--- src/rtl/nibble_adder_pkg.sv ---
// Shared constants for the nibble-serial adder: nibble width and FSM state encoding.
package nibble_adder_pkg;

    localparam int NIBBLE_W = 4;

    localparam logic [1:0] ST_IDLE = 2'd0;
    localparam logic [1:0] ST_RUN  = 2'd1;
    localparam logic [1:0] ST_DONE = 2'd2;

    function automatic int nibble_count(input int width);
        return width / NIBBLE_W;
    endfunction

endpackage

--- src/rtl/nibble_add4.sv ---
// Combinational 4-bit adder with carry in/out; the only arithmetic in the serial adder.
module nibble_add4
    import nibble_adder_pkg::*;
(
    input  logic [NIBBLE_W-1:0] a,
    input  logic [NIBBLE_W-1:0] b,
    input  logic                cin,
    output logic [NIBBLE_W-1:0] s,
    output logic                cout
);

    assign {cout, s} = {1'b0, a} + {1'b0, b} + {{NIBBLE_W{1'b0}}, cin};

endmodule

--- src/rtl/nibble_serial_adder.sv ---
// Multi-cycle adder: one nibble per cycle, LSB first, valid/ready on both sides.
module nibble_serial_adder
    import nibble_adder_pkg::*;
#(
    parameter int WIDTH = 16
) (
    input  logic             clk,
    input  logic             rst_n,
    input  logic             in_valid,
    output logic             in_ready,
    input  logic [WIDTH-1:0] a,
    input  logic [WIDTH-1:0] b,
    input  logic             carry_in,
    output logic             out_valid,
    input  logic             out_ready,
    output logic [WIDTH-1:0] sum,
    output logic             carry_out,
    output logic             busy
);

    localparam int NIBBLES = nibble_count(WIDTH);
    localparam int IDX_W   = (NIBBLES > 1) ? $clog2(NIBBLES) : 1;
    localparam logic [IDX_W-1:0] LAST_IDX = IDX_W'(NIBBLES - 1);

    logic [1:0]          state_q, state_d;
    logic [IDX_W-1:0]    idx_q, idx_d;
    logic [WIDTH-1:0]    a_q, a_d;
    logic [WIDTH-1:0]    b_q, b_d;
    logic [WIDTH-1:0]    sum_q, sum_d;
    logic                carry_q, carry_d;

    logic [NIBBLE_W-1:0] a_nib, b_nib, nib_sum;
    logic                nib_cout;

    always_comb begin
        a_nib = '0;
        b_nib = '0;
        for (int i = 0; i < NIBBLES; i++) begin
            if (idx_q == IDX_W'(i)) begin
                a_nib = a_q[i*NIBBLE_W +: NIBBLE_W];
                b_nib = b_q[i*NIBBLE_W +: NIBBLE_W];
            end
        end
    end

    nibble_add4 u_add4 (
        .a    (a_nib),
        .b    (b_nib),
        .cin  (carry_q),
        .s    (nib_sum),
        .cout (nib_cout)
    );

    always_comb begin
        state_d = state_q;
        idx_d   = idx_q;
        a_d     = a_q;
        b_d     = b_q;
        carry_d = carry_q;
        sum_d   = sum_q;
        case (state_q)
            ST_IDLE: begin
                if (in_valid) begin
                    a_d     = a;
                    b_d     = b;
                    carry_d = carry_in;
                    idx_d   = '0;
                    state_d = ST_RUN;
                end
            end
            ST_RUN: begin
                carry_d = nib_cout;
                for (int i = 0; i < NIBBLES; i++) begin
                    if (idx_q == IDX_W'(i)) sum_d[i*NIBBLE_W +: NIBBLE_W] = nib_sum;
                end
                // Index parks on the last nibble rather than wrapping.
                if (idx_q == LAST_IDX) state_d = ST_DONE;
                else                   idx_d   = idx_q + 1'b1;
            end
            ST_DONE: begin
                if (out_ready) state_d = ST_IDLE;
            end
            default: state_d = ST_IDLE;
        endcase
    end

    always_ff @(posedge clk or negedge rst_n) begin
        if (!rst_n) begin
            state_q <= ST_IDLE;
            idx_q   <= '0;
            a_q     <= '0;
            b_q     <= '0;
            carry_q <= 1'b0;
            sum_q   <= '0;
        end else begin
            state_q <= state_d;
            idx_q   <= idx_d;
            a_q     <= a_d;
            b_q     <= b_d;
            carry_q <= carry_d;
            sum_q   <= sum_d;
        end
    end

    assign in_ready  = (state_q == ST_IDLE);
    assign out_valid = (state_q == ST_DONE);
    assign busy      = (state_q != ST_IDLE);
    assign sum       = sum_q;
    assign carry_out = (state_q == ST_DONE) ? carry_q : 1'b0;

endmodule

--- config.mk ---
export PLATFORM = sky130hd
export DESIGN_NAME = nibble_serial_adder
export DESIGN_NICKNAME = d
export VERILOG_FILES = /design/src/rtl/nibble_adder_pkg.sv /design/src/rtl/nibble_add4.sv /design/src/rtl/nibble_serial_adder.sv
export SDC_FILE = /design/constraint.sdc
export NUM_CORES = 1
export LEC_CHECK = 0
export BUFFER_PORTS_ARGS = -buffer_cell sky130_fd_sc_hd__buf_4
export CAP_MARGIN = 40
export CORE_MARGIN = 1.5
export CORE_UTILIZATION = 54
export CTS_CLUSTER_SIZE = 8
export DETAILED_ROUTE_END_ITERATION = 10
export PLACE_DENSITY = 0.9
export SYNTH_ARGS = -nofsm -noshare
export SYNTH_HDL_FRONTEND = slang
export SYNTH_SLANG_ARGS = --single-unit
--- constraint.sdc ---
create_clock -name clk -period 4.02 [get_ports clk]
set_input_delay 0.402 -clock clk [delete_from_list [all_inputs] [get_ports clk]]
set_output_delay 0.402 -clock clk [all_outputs]
set_load 0.01 [all_outputs]
# == Word level (Yosys, flattened, before mapping) ==
# Cells that the tools add are included.
# word_totals
wordCells,51
register_bits,53
out_inout_bits,20
# classes
mux,18
n_reduce_logical,12
eq_ne,9
n_addsub,3
# op_table
op,n
$mux W4,8
$reduce_and A2 Y1,6
$mux W2,5
$eq A2 B2 Y1 const B,3
$ne A2 B2 Y1 const B,3
$pmux W2 S3,1
$reduce_and A3 Y1,2
$add A4 B4 Y5,1
$add A5 B1 Y5,1
$eq A2 B1 Y1 const B,2
$logic_not A2 Y1,2
$pmux W2 S2,1
$reduce_bool A2 Y1,2
$add A2 B1 Y2 const B,1
$mux W1,2
$ne A2 B1 Y1 const B,1
$pmux W1 S2,1

# == Logic depth before layout (Yosys ltp) ==
# logic_depth
word_depth,8
mapped_depth,11
depth_no_buf,10

# == Cells and area by module ==
# From an unflattened synthesis, not the netlist that was laid out.
# unflattened
cells_unflattened,187
hier_area_um2,2566.2
# modules_own_cells
mod,seq_area_each_um2,cells_each,n_inst,area_per_inst_um2
nibble_serial_adder,1326.3,171,1,2422.3
nibble_add4,0.0,16,1,143.9

# == Worst setup path after synthesis ==
# OpenSTA, ideal clock, no wires.
# synth_path
kind,register to register
from,register idx_q[0]
to,register carry_q
t_required_ns,3.897
setup_time_ns,0.123
arrival_time_ns,2.937
path_slack_ns,0.961
path_buffers,2
synth_period_minus_slack_ns,3.059
stages_incl_launch_ff,12
path_cell_list,dfrtp_1 inv_1 ha_1 clkbuf_1 clkbuf_1 a21oi_1 a22o_1 fa_1 fa_1 a21o_1 a2111o_1 o221a_2
# synth_via
elab_chain_cells,8
word_cells_on_any_way,15
cone_classes,add/sub: 2; eq/ne: 3; mux: 9; reduce/logical: 1
# synth_lines
element,line_no,text
"start, declared",nibble_serial_adder.sv:26,"logic [IDX_W-1:0] idx_q, idx_d;"
"start signal, assigned",nibble_serial_adder.sv:97,idx_q <= idx_d;
$logic_not A2 Y1,nibble_serial_adder.sv:39,if (idx_q == IDX_W'(i)) begin
$mux W4 (4 in series),nibble_serial_adder.sv:39,
$add A4 B4 Y5 *,nibble_add4.sv:12,"assign {cout, s} = {1'b0, a} + {1'b0, b} + {{NIBBLE_W{1'b0}}, cin};"
$add A5 B1 Y5 *,nibble_add4.sv:12,
$pmux W1 S2 *,nibble_serial_adder.sv:61,case (state_q)
"end signal, assigned",nibble_serial_adder.sv:100,carry_q <= carry_d;
"end, declared",nibble_serial_adder.sv:30,"logic carry_q, carry_d;"
# Every way passes the cells marked *; elsewhere a longest branch is shown, timed or not.
# A chain may end at the register's enable or synchronous reset.

# == Final worst setup path ==
# Ends and elaborated chain as after synthesis.

==> results.yml <==
layout:
  fin_util_pct: 67.05
  final_cells: 333
  n_antenna_cell: 0
  design_area_sq_um: 3167
  area_delta_synth_final_pct: 19.95
  n_fill_cell: 350
  layout.nets: 311
  drive_gt1_share_pct: 41.35
timing:
  hold_viol_final: 0
  finalSetupViolCount: 0
  period_share_pct: 79.16
  finalClockSkew_ns: 0.008947
  max_freq_ghz: 0.3142
  period_needed_ns: 3.182
  slew_violations: 0
  worst_pin_slew_ns: 0.6636
  slew_headroom_pct: 55.76
  rsz0062_at_grt: "false"
  finalSetupTns_ns: 0
  worst_slack_ns: 0.8377
power:
  power.leakage_uw: 0.001553
  p_int_uw: 1793
  power.density_nw_per_um2: 928.8
  p_switching_uw: 1149
  power.share.sequential_pct: 34.4
  p_clk_share_pct: 9.9
  switching_share_pct: 39.06
  pwr-share-comb_pct: 55.7
  ir_worst_vdd_v: 0.0004241
worst_setup_path:
  crit_arrival_ns: 3.39
  crit_buf_inv: 1
  crit_family: "adder cells"
  crit_chain: "inv_1 -> ha_1 -> a21oi_1 -> a22o_1 -> fa_1 -> fa_1 -> a21o_1 -> a2111o_1 -> o221a_2"
  cp_max_fo: 17
  crit_start: "idx_q[0]"
  rr_startpoint: "idx_q[0]"
  slowest_delay_ns: 0.52
  cp_common_cell: "fa_1"
  required_ns: 4.23
  cp_slowest_cell: "ha_1"
  endpoint_kind: "register"
  path_class: "reg2reg"
  cp-start-kind: "register"
routing:
  wire_per_inst_um: 15.69
  drcViolationCount: 0
  routed_wl_um: 5226
  met1Wirelength_um: 2337
  avgViaCountPerCell: 5.465
  vias: 1820
  dr.pass1.iters: 5
  wl_met3_um: 295
  antenna_left: 0
  top_layer: "met4"
  drtIter0Drc: 135
  route.met2.wl_um: 2498
clock_tree:
  htreeDepth: 2
  clk_pin_slew_ns: 0.09
  worst_skew_pair.late_latency_ns: 0.31
  cts.sinks: 53
  cts_setup_buffers: 0
  cts_tree: "done"
  clock_path_buffers: 2
  cts_resized: 0
  cts-root-buf: "clkbuf_8"
  cts_made_buffers: 5
  cts_hold_buf: 0
global_routing:
  grt_max_degree: 54
  grt-ovfl-total: 0
  grt_use_total_pct: 21.87
  antenna_found_initial: 0
  grt_pass1_vias: 1866
  grt_pass1_wl_um: 8763
floorplanning:
  die_x_um: 72.92
  initial_core_util_pct: 55.89
  ioPinCount: 57
  die_area_sq_um: 5317
  core_area_sq_um: 4723
  rows: 25
  dieHeight_um: 72.92
placement:
  dp.cells: 325
  port_buffers: 56
  gp_congestion: 0.8178
  post-place-ws_ns: 0.8801
  dpl-instance-area_sq_um: 3084
  dp_hpwl_um: 3881
synth:
  synthCells: 214
  synth_nets: 260
  synth.yosys.seq_area_share_pct: 50.24
  syn_area_per_cell_sq_um: 12.34
  yosysWarnings: 0
  synth_cell_type_count: 29
  yosys_register_bits: 53
  synthesis.area_sq_um: 2640
run:
  drv_cap: 0
hold_path:
  hold_path.class: "in2async"
outcome:
  status: "complete, no violations"
## power by group through the flow
| stage | registers, uW | clock network [uW] | logic [uW] |
|---|---|---|---|
| finish | 1010 | 293 | 1640 |
| global route | 1050 | 317 | 1800 |
| CTS | 1010 | 297 | 1640 |
| detailed placement | 1020 | 0 | 1630 |
| global placement | 1010 | 0 | 1550 |
| floorplan | 976 | 0 | 1200 |
## per-layer routing
| metal | up-vias | track usage (%) |
|---|---|---|
| met1 | 880 | 29.71 |
| met4 | 0 | 8.386 |
| met3 | 10 | 5.387 |
| li1 | 860 | - |
| met5 | - | 0 |
| met2 | 70 | 34.05 |
## synth_stat cells
master / n / area share [%]
o21ai_0: 15 / 2.8
clkbuf_1: 6 / 0.85
a21oi_1: 19 / 3.6
ha_1: 7 / 3.3
and3_1: 2 / 0.47
o221a_2: 1 / 0.43
buf_6: 4 / 1.7
nor3_1: 2 / 0.38
mux2_4: 30 / 17
nand3b_1: 4 / 1.1
a21o_1: 2 / 0.57
nand2_2: 1 / 0.24
o21a_1: 1 / 0.28
nand4b_1: 1 / 0.33
buf_2: 2 / 0.38
and2_1: 1 / 0.24
buf_1: 1 / 0.14
mux2_2: 10 / 4.3
nor2_1: 4 / 0.57
a2111o_1: 1 / 0.43
dfrtp_1: 53 / 50
o31ai_1: 5 / 1.4
inv_2: 3 / 0.43
xnor2_1: 1 / 0.33
fa_1: 2 / 1.5
inv_1: 10 / 1.4
a22o_1: 8 / 2.7
nand2_1: 16 / 2.3
nand2b_1: 2 / 0.47
## worst paths after layout
check / end / slack [ns] / cells past startpoint
worst min-delay path: sum[13] / 0.12 / 1
max in group asynchronous: a_q[13] / 3.48 / 1
worst max-delay path: carry_q / 0.84 / 9
min in group clk: state_q[1] / 0.25 / 2
worst max register to register: carry_q / 0.84 / 9
worst min register to register: sum[11] / 0.49 / 2
## layout make-up
cell class,instances,area (sq um),area share [%]
sequential,53,1326,41.88
multi-input combinational,135,1185,37.42
timing repair buffer,57,440.4,13.91
tap,67,83.83,2.647
clock buffer,6,72.57,2.292
inverter,13,48.80,1.541
clock inverter,2,10.01,0.3161
## registers in the layout, summed over array words and instances (netlist names)
register,flops
a_q,16
b_q,16
carry_q,1
idx_q,2
state_q,2
sum,16
## cells by family after synthesis
| family | count (synthesis) | share of synthesized area (%) |
|---|---|---|
| compound gates | 52 | 12.23 |
| buf+inv | 26 | 4.929 |
| xor+xnor | 1 | 0.3318 |
| mux | 40 | 21.33 |
| simple gates | 33 | 6.114 |
| fa+ha+maj | 9 | 4.834 |
| flops | 53 | 50.24 |
## through the flow
step           hold WS [ns]  power [uW]
2_1_floorplan        0.1064        2174
3_3_place_gp         0.4591        2554
3_5_place_dp         0.4705        2649
4_1_cts              0.1357        2945
5_1_grt              0.1590        3161
6_report             0.1203        2941
## layout by cell type, fill, tap and decap left out
cell / instances
a2111o_1: 1
a21o_1: 2
and3_1: 2
buf_4: 56
nand4b_1: 1
o31ai_1: 5
nand2_2: 1
nand2b_1: 2
nor2_1: 4
mux2_2: 10
mux2_4: 30
nand2_1: 16
inv_1: 10
buf_12: 1
nor3_1: 2
xnor2_1: 1
a21oi_1: 19
o221a_2: 1
o21ai_0: 15
o21a_1: 1
clkinv_2: 2
inv_2: 3
fa_1: 2
clkbuf_8: 5
dfrtp_1: 53
ha_1: 7
and2_2: 1
nand3b_1: 4
a22o_1: 8
clkbuf_1: 1
No activity file was read; power rests on OpenSTA's default activity.
